### config.mk
export PLATFORM = sky130hd
export DESIGN_NAME = secuenciador_instr
export DESIGN_NICKNAME = d
export VERILOG_FILES = /design/src/rtl/secuenciador_pkg.sv /design/src/rtl/secuenciador_instr_mem.sv /design/src/rtl/secuenciador_instr.sv
export SDC_FILE = /design/constraint.sdc
export NUM_CORES = 1
export LEC_CHECK = 0
export CAP_MARGIN = 20
export CELL_PAD_IN_SITES_DETAIL_PLACEMENT = 1
export CELL_PAD_IN_SITES_GLOBAL_PLACEMENT = 1
export CORE_ASPECT_RATIO = 0.5
export CORE_MARGIN = 5
export CORE_UTILIZATION = 35
export DETAILED_ROUTE_END_ITERATION = 6
export GPL_TIMING_DRIVEN = 0
export PLACE_DENSITY_LB_ADDON = 0.1
export REMOVE_ABC_BUFFERS = 1
export SETUP_SLACK_MARGIN = 0.05
export SYNTH_ARGS = -nofsm -noshare
export SYNTH_HDL_FRONTEND = slang
export SYNTH_SLANG_ARGS = --single-unit
### constraint.sdc
create_clock -name clk -period 3 [get_ports clk]
set_input_delay 0.9 -clock clk [delete_from_list [all_inputs] [get_ports clk]]
set_output_delay 0.9 -clock clk [all_outputs]
set_load 0.01 [all_outputs]
### src/rtl/secuenciador_pkg.sv
// Shared types and constants for the instruction sequencer. This includes the FSM
// state encoding, the default widths and the field layout of the datapath instruction.
package secuenciador_pkg;

  localparam int IW_DEF = 20;
  localparam int AW_DEF = 5;

  typedef enum logic [1:0] {
    IDLE = 2'd0,
    RUN  = 2'd1,
    DONE = 2'd2
  } estado_e;

  // Field layout of the downstream datapath instruction word
  localparam int WE_B_BIT = 19;
  localparam int DL1_MSB  = 18;
  localparam int DL1_LSB  = 14;
  localparam int DL2_MSB  = 13;
  localparam int DL2_LSB  = 9;
  localparam int DE_MSB   = 8;
  localparam int DE_LSB   = 4;
  localparam int WE_A_BIT = 3;
  localparam int SEL_MSB  = 2;
  localparam int SEL_LSB  = 0;

endpackage

### src/rtl/secuenciador_instr_mem.sv
// Program memory for the sequencer. Writes are synchronous and reads are combinational,
// so the fetched word can be registered straight into the output stage.
module mem_instr #(
  parameter int IW = 20,
  parameter int AW = 5
) (
  input  logic          clk,
  input  logic          we,
  input  logic [AW-1:0] waddr,
  input  logic [IW-1:0] wdata,
  input  logic [AW-1:0] raddr,
  output logic [IW-1:0] rdata
);

  logic [IW-1:0] mem_q [2**AW];

  always_ff @(posedge clk) begin
    if (we) begin
      mem_q[waddr] <= wdata;
    end
  end

  assign rdata = mem_q[raddr];

endmodule

### src/rtl/secuenciador_instr.sv
// Streams program words from address 0 to a latched last address into the datapath.
// One word is issued per clock. While not issuing, the output word is all zero.
import secuenciador_pkg::*;

module secuenciador_instr #(
  parameter int IW = IW_DEF,
  parameter int AW = AW_DEF
) (
  input  logic          clk,
  input  logic          rst,
  input  logic          prog_we,
  input  logic [AW-1:0] prog_addr,
  input  logic [IW-1:0] prog_data,
  input  logic [AW-1:0] ultima,
  input  logic          start,
  input  logic          stop,
  output logic [IW-1:0] instruccion,
  output logic          instr_valid,
  output logic [AW-1:0] pc,
  output logic          ocupado,
  output logic          fin
);

  estado_e       estado_q, estado_d;
  logic [AW-1:0] pc_q, pc_d;
  logic [AW-1:0] ultima_q, ultima_d;
  logic [IW-1:0] instr_q, instr_d;
  logic          valid_q, valid_d;
  logic          ultimo_q, ultimo_d;
  logic          mem_we;
  logic [IW-1:0] mem_rdata;

  mem_instr #(
    .IW(IW),
    .AW(AW)
  ) u_mem (
    .clk  (clk),
    .we   (mem_we),
    .waddr(prog_addr),
    .wdata(prog_data),
    .raddr(pc_q),
    .rdata(mem_rdata)
  );

  always_comb begin
    estado_d = estado_q;
    pc_d     = pc_q;
    ultima_d = ultima_q;
    instr_d  = instr_q;
    valid_d  = valid_q;
    ultimo_d = ultimo_q;
    mem_we   = 1'b0;
    unique case (estado_q)
      IDLE: begin
        mem_we = prog_we;
        if (start && !stop) begin
          estado_d = RUN;
          pc_d     = '0;
          ultima_d = ultima;
          ultimo_d = 1'b0;
        end
      end
      RUN: begin
        if (stop) begin
          estado_d = IDLE;
          instr_d  = '0;
          valid_d  = 1'b0;
          pc_d     = '0;
          ultimo_d = 1'b0;
        end else if (ultimo_q) begin
          // The final word has been on the bus for one cycle; retire it here
          estado_d = DONE;
          instr_d  = '0;
          valid_d  = 1'b0;
          ultimo_d = 1'b0;
        end else begin
          instr_d  = mem_rdata;
          valid_d  = 1'b1;
          pc_d     = pc_q + AW'(1);
          ultimo_d = (pc_q == ultima_q);
        end
      end
      DONE: begin
        mem_we = prog_we;
        if (stop) begin
          estado_d = IDLE;
        end else if (start) begin
          estado_d = RUN;
          pc_d     = '0;
          ultima_d = ultima;
          ultimo_d = 1'b0;
        end
      end
      default: begin
        estado_d = IDLE;
        instr_d  = '0;
        valid_d  = 1'b0;
        pc_d     = '0;
        ultimo_d = 1'b0;
      end
    endcase
  end

  always_ff @(posedge clk or posedge rst) begin
    if (rst) begin
      estado_q <= IDLE;
      pc_q     <= '0;
      ultima_q <= '0;
      instr_q  <= '0;
      valid_q  <= 1'b0;
      ultimo_q <= 1'b0;
    end else begin
      estado_q <= estado_d;
      pc_q     <= pc_d;
      ultima_q <= ultima_d;
      instr_q  <= instr_d;
      valid_q  <= valid_d;
      ultimo_q <= ultimo_d;
    end
  end

  assign instruccion = instr_q;
  assign instr_valid = valid_q;
  assign pc          = pc_q;
  assign ocupado     = (estado_q == RUN);
  assign fin         = (estado_q == DONE);

endmodule

# After elaboration in Yosys (flattened, before gate mapping)
# Memories as Yosys holds them, arrays and structs flattened.
# Cells that the tools add are included.
[word_totals]
register_bits = 34
ramBits = 640
in_bits = 35
out_inout_bits = 28
mem_count = 1
[classes]
addsub = 1
eq_ne = 9
muxes = 31
n_reduce_logical = 9
[mem_list]
columns = ["name", "words", "width", "rd", "rd_clocked_by_memory_dff", "write_ports", "line_no", "text"]
rows = [
  ["u_mem.mem_q", 32, 20, 1, 0, 1, "secuenciador_instr_mem.sv:15", "logic [IW-1:0] mem_q [2**AW];"],
]
[op_table]
columns = ["operator", "count"]
rows = [
  ["$mux 20", 2],
  ["$mux 5", 8],
  ["$pmux 20 s2", 1],
  ["$pmux 5 s3", 1],
  ["$mux 1", 10],
  ["$mux 2", 5],
  ["$pmux 5 s2", 1],
  ["$reduce_and 4->1", 2],
  ["$ne 2x2->1 const B", 3],
  ["$ne 3x3->1 const B", 2],
  ["$pmux 2 s3", 1],
  ["$reduce_and 3->1", 2],
  ["$add 5x1->5 const B", 1],
  ["$eq 5x5->1", 1],
  ["$ne 3x2->1 const B", 1],
  ["$pmux 1 s3", 1],
  ["$eq 2x1->1 const B", 1],
  ["$eq 2x2->1 const B", 1],
  ["$logic_not 2->1", 1],
  ["$pmux 1 s2", 1],
  ["$reduce_bool 2->1", 1],
  ["$reduce_or 2->1", 1],
  ["$logic_and 1x1->1", 1],
  ["$logic_not 1->1", 1],
]

# Longest topological paths before layout
# Gate-level depths: netlist of the first run.
[depth]
word_depth = 5
mapped_depth = 8
depth_no_buf = 4

# By module
# A second synthesis of the first run with hierarchy kept.
[unflattened]
hier_cells = 1501
hier_area_um2 = 26544.2
[modules_own_cells]
columns = ["module", "instances", "cells_each", "area_per_inst_um2"]
rows = [
  ["mem_instr", 1, 1394, 25152.9],
  ["secuenciador_instr", 1, 107, 1391.3],
]

# Least setup slack after synthesis of the first run
# OpenSTA, ideal clock, no wires.
[synth_timing]
path_type = "input port to flip-flop"
from = "in prog_we"
to = "mem u_mem.mem_q[25][0], enable pin"
t_arrival_ns = 2.481
required_ns = 2.603
slack_ns = 0.122
cell_stages = 4
n_path_buf = 1
cell_sequence = "nand2b_1 > or3b_2 > clkbuf_1 > nor2_1"
[synth_via]
elab_chain_cells = 3
[synth_rtl]
columns = ["element", "line_no", "text"]
rows = [
  ["start: declaration", "secuenciador_instr.sv:11", "input logic prog_we,"],
  ["$mux 1", "secuenciador_instr.sv:53", "unique case (estado_q)"],
  ["$mux 1", "secuenciador_instr_mem.sv:18", "if (we) begin"],
  ["$mux 1 (not written as such)", "secuenciador_instr_mem.sv:19", "mem_q[waddr] <= wdata;"],
  ["end: declaration", "secuenciador_instr_mem.sv:15", ""],
]
# No other way between the ends.

# Worst setup path after layout of the first run
[layout_timing]
from = "reg estado_q[0]"
to = "mem u_mem.mem_q[25][13], enable pin"
[layout_via]
elab_chain_cells = 5
[layout_rtl]
columns = ["element", "line_no", "text"]
rows = [
  ["start: declaration", "secuenciador_instr.sv:24", "estado_e estado_q, estado_d;"],
  ["start signal: assignment", "secuenciador_instr.sv:113", "estado_q <= estado_d;"],
  ["$eq 2x2->1 or $logic_not 2->1 (tied branches)", "secuenciador_instr.sv:53", ""],
  ["$reduce_or 2->1 (no line) *", "n/a", ""],
  ["$mux 1 *", "secuenciador_instr.sv:53", ""],
  ["$mux 1 *", "secuenciador_instr_mem.sv:18", ""],
  ["$mux 1 (not written as such) *", "secuenciador_instr_mem.sv:19", ""],
]
# Mark *: on every way between the ends. The rest lies on a longest branch, timed or not.

==> results of run 1 <==
## routing by layer
layer  global-route usage  vias to the layer above  share of wire
met1                0.304                     7534           0.52
met4               0.0368                        0          0.017
met2                0.267                      353           0.42
li1                     -                     5760              -
met5                    0                        -              0
met3               0.0354                       93          0.050
## critical path, delay by kind of cell, from the launching register on
family | cells | cell delay (ps)
AND/OR/NAND/NOR | 3 | 1730
flip-flops | 1 | 570
buffers and inverters | 1 | 200
## worst max-delay path by stage
| stage | endpoint | slack, ps | from |
|---|---|---|---|
| 2_1_floorplan | instruccion[17] | -4550 | pc[0] |
| 3_3_place_gp | instruccion[5] | -11050 | pc[0] |
| 3_5_place_dp | u_mem.mem_q[27][6] | -810 | prog_addr[1] |
| 4_1_cts | pc[2] | 60 | pc[2] |
| 5_1_grt | u_mem.mem_q[5][10] | 50 | estado_q[0] |
| 6_report | u_mem.mem_q[25][13] | 90 | estado_q[0] |
## metrics by stage
stage	TNS (ps)	instances	worst slack, ps	hold WS (ps)	utilization
global placement	-1194750	2329	-11050	516	0.372
finish	0	2514	93.1	527	0.424
floorplan	-110040	1245	-4550	501	-
detailed placement	-293850	2355	-806	526	0.384
global route	0	2512	54.8	557	0.424
CTS	0	2489	58.0	537	0.418
## timing repair
item / 4_1_cts / 5_1_grt
resized for setup: 7 / 1
pin swaps: 1 / 1
setup buffers: 11 / 3
hold endpoints to repair: 0 / 0
endpoints found under the setup margin: 502 / 3
gates cloned: 9 / 0
hold buffers: 0 / 0
## logic make-up after synthesis
group	after synthesis	share of synthesized area
flops	674	0.763
mux	265	0.143
compound gates	170	0.0535
simple gates	121	0.0226
buf+inv	84	0.0152
xor+xnor	7	0.00233
fa+ha+maj	1	0.000475
## flip-flops by register name, indices dropped and copies added, names as in the netlist
signal and count:
estado_q 2, ultimo_q 1, instruccion 20, instr_valid 1, u_mem.mem_q 640, pc 5
ultima_q 5
## area by class of cell
class / count / area (um2) / share of cell area
Inverter: 7 / 30.0 / 0.000948
Sequential cell: 674 / 20100 / 0.634
Clock buffer: 92 / 1910 / 0.0601
Clock inverter: 22 / 241 / 0.00762
Antenna cell: 4 / 10.0 / 0.000316
Timing Repair Buffer: 128 / 2010 / 0.0634
Tap cell: 1022 / 1280 / 0.0404
Multi-Input combinational cell: 565 / 6130 / 0.193
## power by group
group / switching (mW) / leakage [nW] / internal [mW]
Combinational: 1.61 / 2.56 / 1.26
Clock: 3.55 / 1.03 / 4.87
Sequential: 0.0952 / 6.20 / 10.4
Total: 5.26 / 9.79 / 16.6
## cells in the mapped netlist, types with 5 or more instances
library cell    n  share of area
o2bb2ai_1      12         0.0040
nand2b_1       10         0.0024
o211ai_1        9         0.0026
o21ai_0        12         0.0023
o22ai_1        40         0.0095
mux4_1         18          0.018
clkbuf_1       37         0.0053
inv_1           7         0.0010
mux2_2         37          0.016
buf_2          29         0.0055
a311o_1        12         0.0046
buf_4           5         0.0014
a2111oi_0       8         0.0027
mux2i_1       148          0.056
edfxtp_1      640           0.73
nor2b_1        16         0.0038
dfrtp_1        34          0.032
a2111o_1       24          0.010
a211oi_1       20         0.0057
a221oi_1       16         0.0053
o221a_2        12         0.0051
mux4_2         62          0.053
nand2_1        11         0.0016
nand3b_1        5         0.0014
nor2_1         61         0.0087
==> impl_metrics.toml, run 1 <==
[min_path]
hold_path_startpoint = "instr_valid"
min_to = "instr_valid"
hold_class = "reg -> reg"
hold_depth = 2

[clock_tree]
htreeDepth = 3
cts_tree = "yes"
cts.sinks = 674
clock_path_buffers = 3
cts_made_buffers = 67
clk_pin_slew_ps = 60
cts_root_buf = "clkbuf_16"
clock_latency_ps = 620

[die]
ios = 63
die_w_um = 398
start_util = 0.352
dieArea_um2 = 81100
placement_rows = 71
die_y_um = 204
core_area_um2 = 74800

[setup_path]
crit_arrival_ps = 3130
slowest_delay_ps = 860
end_kind = "flip-flop"
required_ps = 3230
r2r_slack_ps = 90
start_kind = "flip-flop"
r2r-end = "u_mem.mem_q[25][13]"
worstReg2RegStart = "estado_q[0]"
worst-setup-path-type = "reg -> reg"
r2r_cells = 4
crit_chain = "buf_4 > nand2b_1 > or3b_2 > nor2_4"
slowest_stage = "nor2_4"
worst-path-max-fanout = 20

[power_and_ir_drop]
finalPower_mw = 21.8
powerDensity_nw_per_um2 = 689
p_leak_nw = 9.79
peakVddDrop_mv = 0.375

[synth]
yosysUniqueCellTypes = 44
ys_warn_count = 0
async_flop_share = 0.0504
ys_dominant_reg_cell = "edfxtp_1"
synth-edff-count = 640
syn_avg_cell_area_um2 = 19.9
netlist_area_um2 = 26300
syn_inst = 1322
ys_seq_area_frac = 0.763
ys_ff_latch = 674

[sta]
hold_viol_final = 0
layout_worst_path_cycle_share = 0.969
rsz0062_at_grt = "false"
setup_viol = 0
slew_violations = 0
fin_worst_skew_ps = 25.8
fin_crit_ps = 2910
slew_headroom = 0.246
tightest_slew_ps = 1130
fmax_mhz = 344

[status]
outcome = "complete, no violations"

[layout]
layout_common_cells = "640 x edfxtp_1, 148 x mux2i_1, 74 x clkbuf_16"
drive_above_1_share = 0.214
final_common_cell = "edfxtp_1"
areaGrowthSynthToFinish_pct = 20.4
fillers = 7001
nets = 1479
design_area_um2 = 31700

[routing]
wl_per_cell_um = 30.5
firstDrtPassIters = 5
drt_iter0_markers = 1304
post_drt_via_cell_ratio = 5.47
vias = 13700
drt_wl_total_um = 76600
drc_errors = 0
postRouteAntennaNets = 0

[run]
drv_cap = 0

[global_routing]
grt-ovfl-total = 0
grt_use_total = 0.189
grt_pass1_vias = 14300
grt_max_degree = 44
antenna_found_initial = 8
grt_pass1_wl_um = 107000

[placed_design]
dp_hpwl_um = 43300
gp_congestion = 0.757
dpl_cell_area_um2 = 28700
io_buffers = 62
Note: power is estimated with default switching activity, not from simulation.
==> inputs of run 2 (changes only) <==
--- a/config.mk
+++ b/config.mk
@@ -5,6 +5,7 @@
 export SDC_FILE = /design/constraint.sdc
 export NUM_CORES = 1
 export LEC_CHECK = 0
+export ABC_AREA = 1
 export CAP_MARGIN = 20
 export CELL_PAD_IN_SITES_DETAIL_PLACEMENT = 1
 export CELL_PAD_IN_SITES_GLOBAL_PLACEMENT = 1
@@ -12,6 +13,7 @@
 export CORE_MARGIN = 5
 export CORE_UTILIZATION = 35
 export DETAILED_ROUTE_END_ITERATION = 6
+export DONT_BUFFER_PORTS = 1
 export GPL_TIMING_DRIVEN = 0
 export PLACE_DENSITY_LB_ADDON = 0.1
 export REMOVE_ABC_BUFFERS = 1
==> run 2 against run 1 <==
Against the previous run:
- combinational power rose by 120%
- design area is 4.4% higher
- maximum frequency down 1.8%
- first-iteration DRC count rose by 2.0%
- register-to-register slack worse by 50 ps
- synthesized cell count rose by 98%
- cell count rose by 50%
- utilization fell by 0.85 points
- global-route usage up 2.0 points
- via count up 37%
- power up 16%
- critical path type unchanged
- largest cell class unchanged
==> impl_metrics.toml, run 2 <==
[status]
outcome = "complete, no violations"

[synth]
yosysUniqueCellTypes = 27
async_flop_share = 0.0504
yosysTopAreaCell = "edfxtp_1"
synth-edff-count = 640
syn_avg_cell_area_um2 = 10.8
synth_top_area_share = 0.681
ys_top_cells_by_count = "896 x nand2_1, 640 x edfxtp_1, 396 x nand3_1"
synth.area.top_cells = "edfxtp_1 68%, nand2_1 12%, nand3_1 7.0%"
ys_ff_latch = 674
netlist_area_um2 = 28200
ys_warn_count = 0
ys_dominant_reg_cell = "edfxtp_1"
syn_inst = 2621
ys_seq_area_frac = 0.712
yosysMostFrequentCell = "nand2_1"

[setup_path]
slowest_stage = "nand3_1"
cp_num_cells = 4
start_kind = "flip-flop"
r2r_slack_ps = 40
required_ps = 3310
worstReg2RegStart = "estado_q[0]"
worst-path-max-fanout = 11
r2r_cells = 4
path_buf_inv = 1
end_kind = "flip-flop"
slowest_delay_ps = 790
crit_chain = "nor2_1 > nand3_1 > nor2_4 > buf_16"
crit_arrival_ps = 3270
r2r-end = "u_mem.mem_q[13][16]"
cpLargestDelayFamily = "simple AND/OR/NAND/NOR gates"
worst-setup-path-type = "reg -> reg"

[die]
die_y_um = 211
placement_rows = 73
core_area_um2 = 79600
start_util = 0.354
ios = 63
dieArea_um2 = 86700
die_w_um = 411

[layout]
fillers = 8566
fin_util = 0.415
areaGrowthSynthToFinish_pct = 17.2
nets = 2678
top_register = "u_mem.mem_q"
n_antenna_cell = 0
final_common_cell = "nand2_1"
largest_register_ffs = 640
drive_above_1_share = 0.0819
layout_common_cells = "895 x nand2_1, 640 x edfxtp_1, 394 x nand3_1"

[clock_tree]
cts_root_buf = "clkbuf_16"
clock_latency_ps = 610
htreeDepth = 3
cts.sinks = 674
cts_made_buffers = 69
cts_tree = "yes"
clock_path_buffers = 3
clk_pin_slew_ps = 60

[placed_design]
dp_hpwl_um = 49400
place_ws_ps = -1060
gp_congestion = 0.699
io_buffers = 0

[sta]
slew_headroom = 0.344
fmax_mhz = 338
hold_viol_final = 0
tightest_slew_ps = 982
fin_crit_ps = 2960
layout_setup_ws_ps = 39.5
slew_violations = 0
setup_viol = 0
layout_worst_path_cycle_share = 0.987
rsz0062_at_grt = "true"
fin_worst_skew_ps = 17.8

[routing]
vias = 18900
drc_errors = 0
firstDrtPassIters = 5
drt_iter0_markers = 1330
post_drt_via_cell_ratio = 5.00
wl_per_cell_um = 24.1
drt_wl_total_um = 91000
postRouteAntennaNets = 0

[global_routing]
grt_pass1_wl_um = 131000
grt_pass1_vias = 18800
grt_use_total = 0.209
grt-ovfl-total = 0
grt_max_degree = 66
antenna_found_initial = 1

[min_path]
hold_class = "in -> async"

[power_and_ir_drop]
powerDensity_nw_per_um2 = 766
peakVddDrop_mv = 0.450
p_leak_nw = 12.9
finalPower_mw = 25.3

[run]
drv_cap = 0
run 2: changes by cell type in the layout (fill, tap and decap cells not counted), moves of 18 or more:
| cell | change |
|---|---|
| mux4_1 | -18 |
| inv_1 | +267 |
| nor2_1 | +99 |
| nand2_1 | +884 |
| o22ai_1 | -39 |
| a2111o_1 | -24 |
| nand3_1 | +392 |
| a21oi_1 | +41 |
| clkdlybuf4s50_1 | -60 |
| mux2i_1 | -148 |
| a211oi_1 | -18 |
| mux4_2 | -62 |
| mux2_2 | -32 |
run 2: worst max-delay path by stage:
stage / from / end / slack [ps]
2_1_floorplan: pc[0] / instruccion[0] / -11810
3_3_place_gp: pc[0] / instruccion[11] / -36790
3_5_place_dp: pc[0] / instruccion[11] / -1060
4_1_cts: estado_q[0] / u_mem.mem_q[0][4] / 6
5_1_grt: estado_q[0] / u_mem.mem_q[29][5] / -20
6_report: estado_q[0] / u_mem.mem_q[13][16] / 40
run 2: power breakdown:
part	internal, mW	switching, mW	leakage, nW
logic	2.06	4.24	5.72
clock network	4.63	3.57	1.00
registers	10.5	0.330	6.20
run 2: timing repair:
| action | 4_1_cts | 5_1_grt |
|---|---|---|
| pin swaps | 8 | 3 |
| cloned | 9 | 1 |
| hold buffers | 0 | 0 |
| setup endpoints to repair | 107 | 111 |
| setup buffers | 19 | 9 |
| resized for setup | 5 | 3 |
run 2: routing by layer:
metal | wire length [um] | global-route usage
met2 | 43000 | 0.347
met1 | 41900 | 0.292
met4 | 2200 | 0.0537
met5 | 0 | 0
met3 | 3880 | 0.0273
run 2: logic make-up (layout without fill, tap and decap cells):
group,count (synthesis),in the layout,synth area share
AO/OA/AOI/OAI,68,68,0.0123
XOR/XNOR,3,3,0.000932
adder cells (fa/ha/maj),1,1,0.000444
buffers and inverters,414,480,0.0610
flip-flops,674,674,0.712
multiplexers,5,5,0.00200
AND/OR/NAND/NOR,1456,1456,0.212
run 2: worst reg2reg max path, delay by kind of cell (launching register included):
family                 cells  cell delay, ps
AND/OR/NAND/NOR            3            2010
flip-flops                 1             400
buffers and inverters      1             240
run 2: cell type report:
cell class | count | area [um2] | area share
Sequential cell | 674 | 20100 | 0.607
Clock inverter | 20 | 143 | 0.00431
Timing Repair Buffer | 84 | 1780 | 0.0540
Timing Repair inverter | 1 | 8.76 | 0.000265
Clock buffer | 96 | 1920 | 0.0582
Multi-Input combinational cell | 1533 | 6690 | 0.202
Inverter | 279 | 1080 | 0.0326
Tap cell | 1087 | 1360 | 0.0411
run 2: stage by stage:
stage	cells	instance area (um2)	TNS [ps]	hold slack, ps
detailed placement	3620	30400	-218560	518
floorplan	2486	27500	-268230	500
global route	3774	33100	-438	324
global placement	3573	28900	-1826960	516
finish	3774	33100	0	331
CTS	3764	32900	0	315
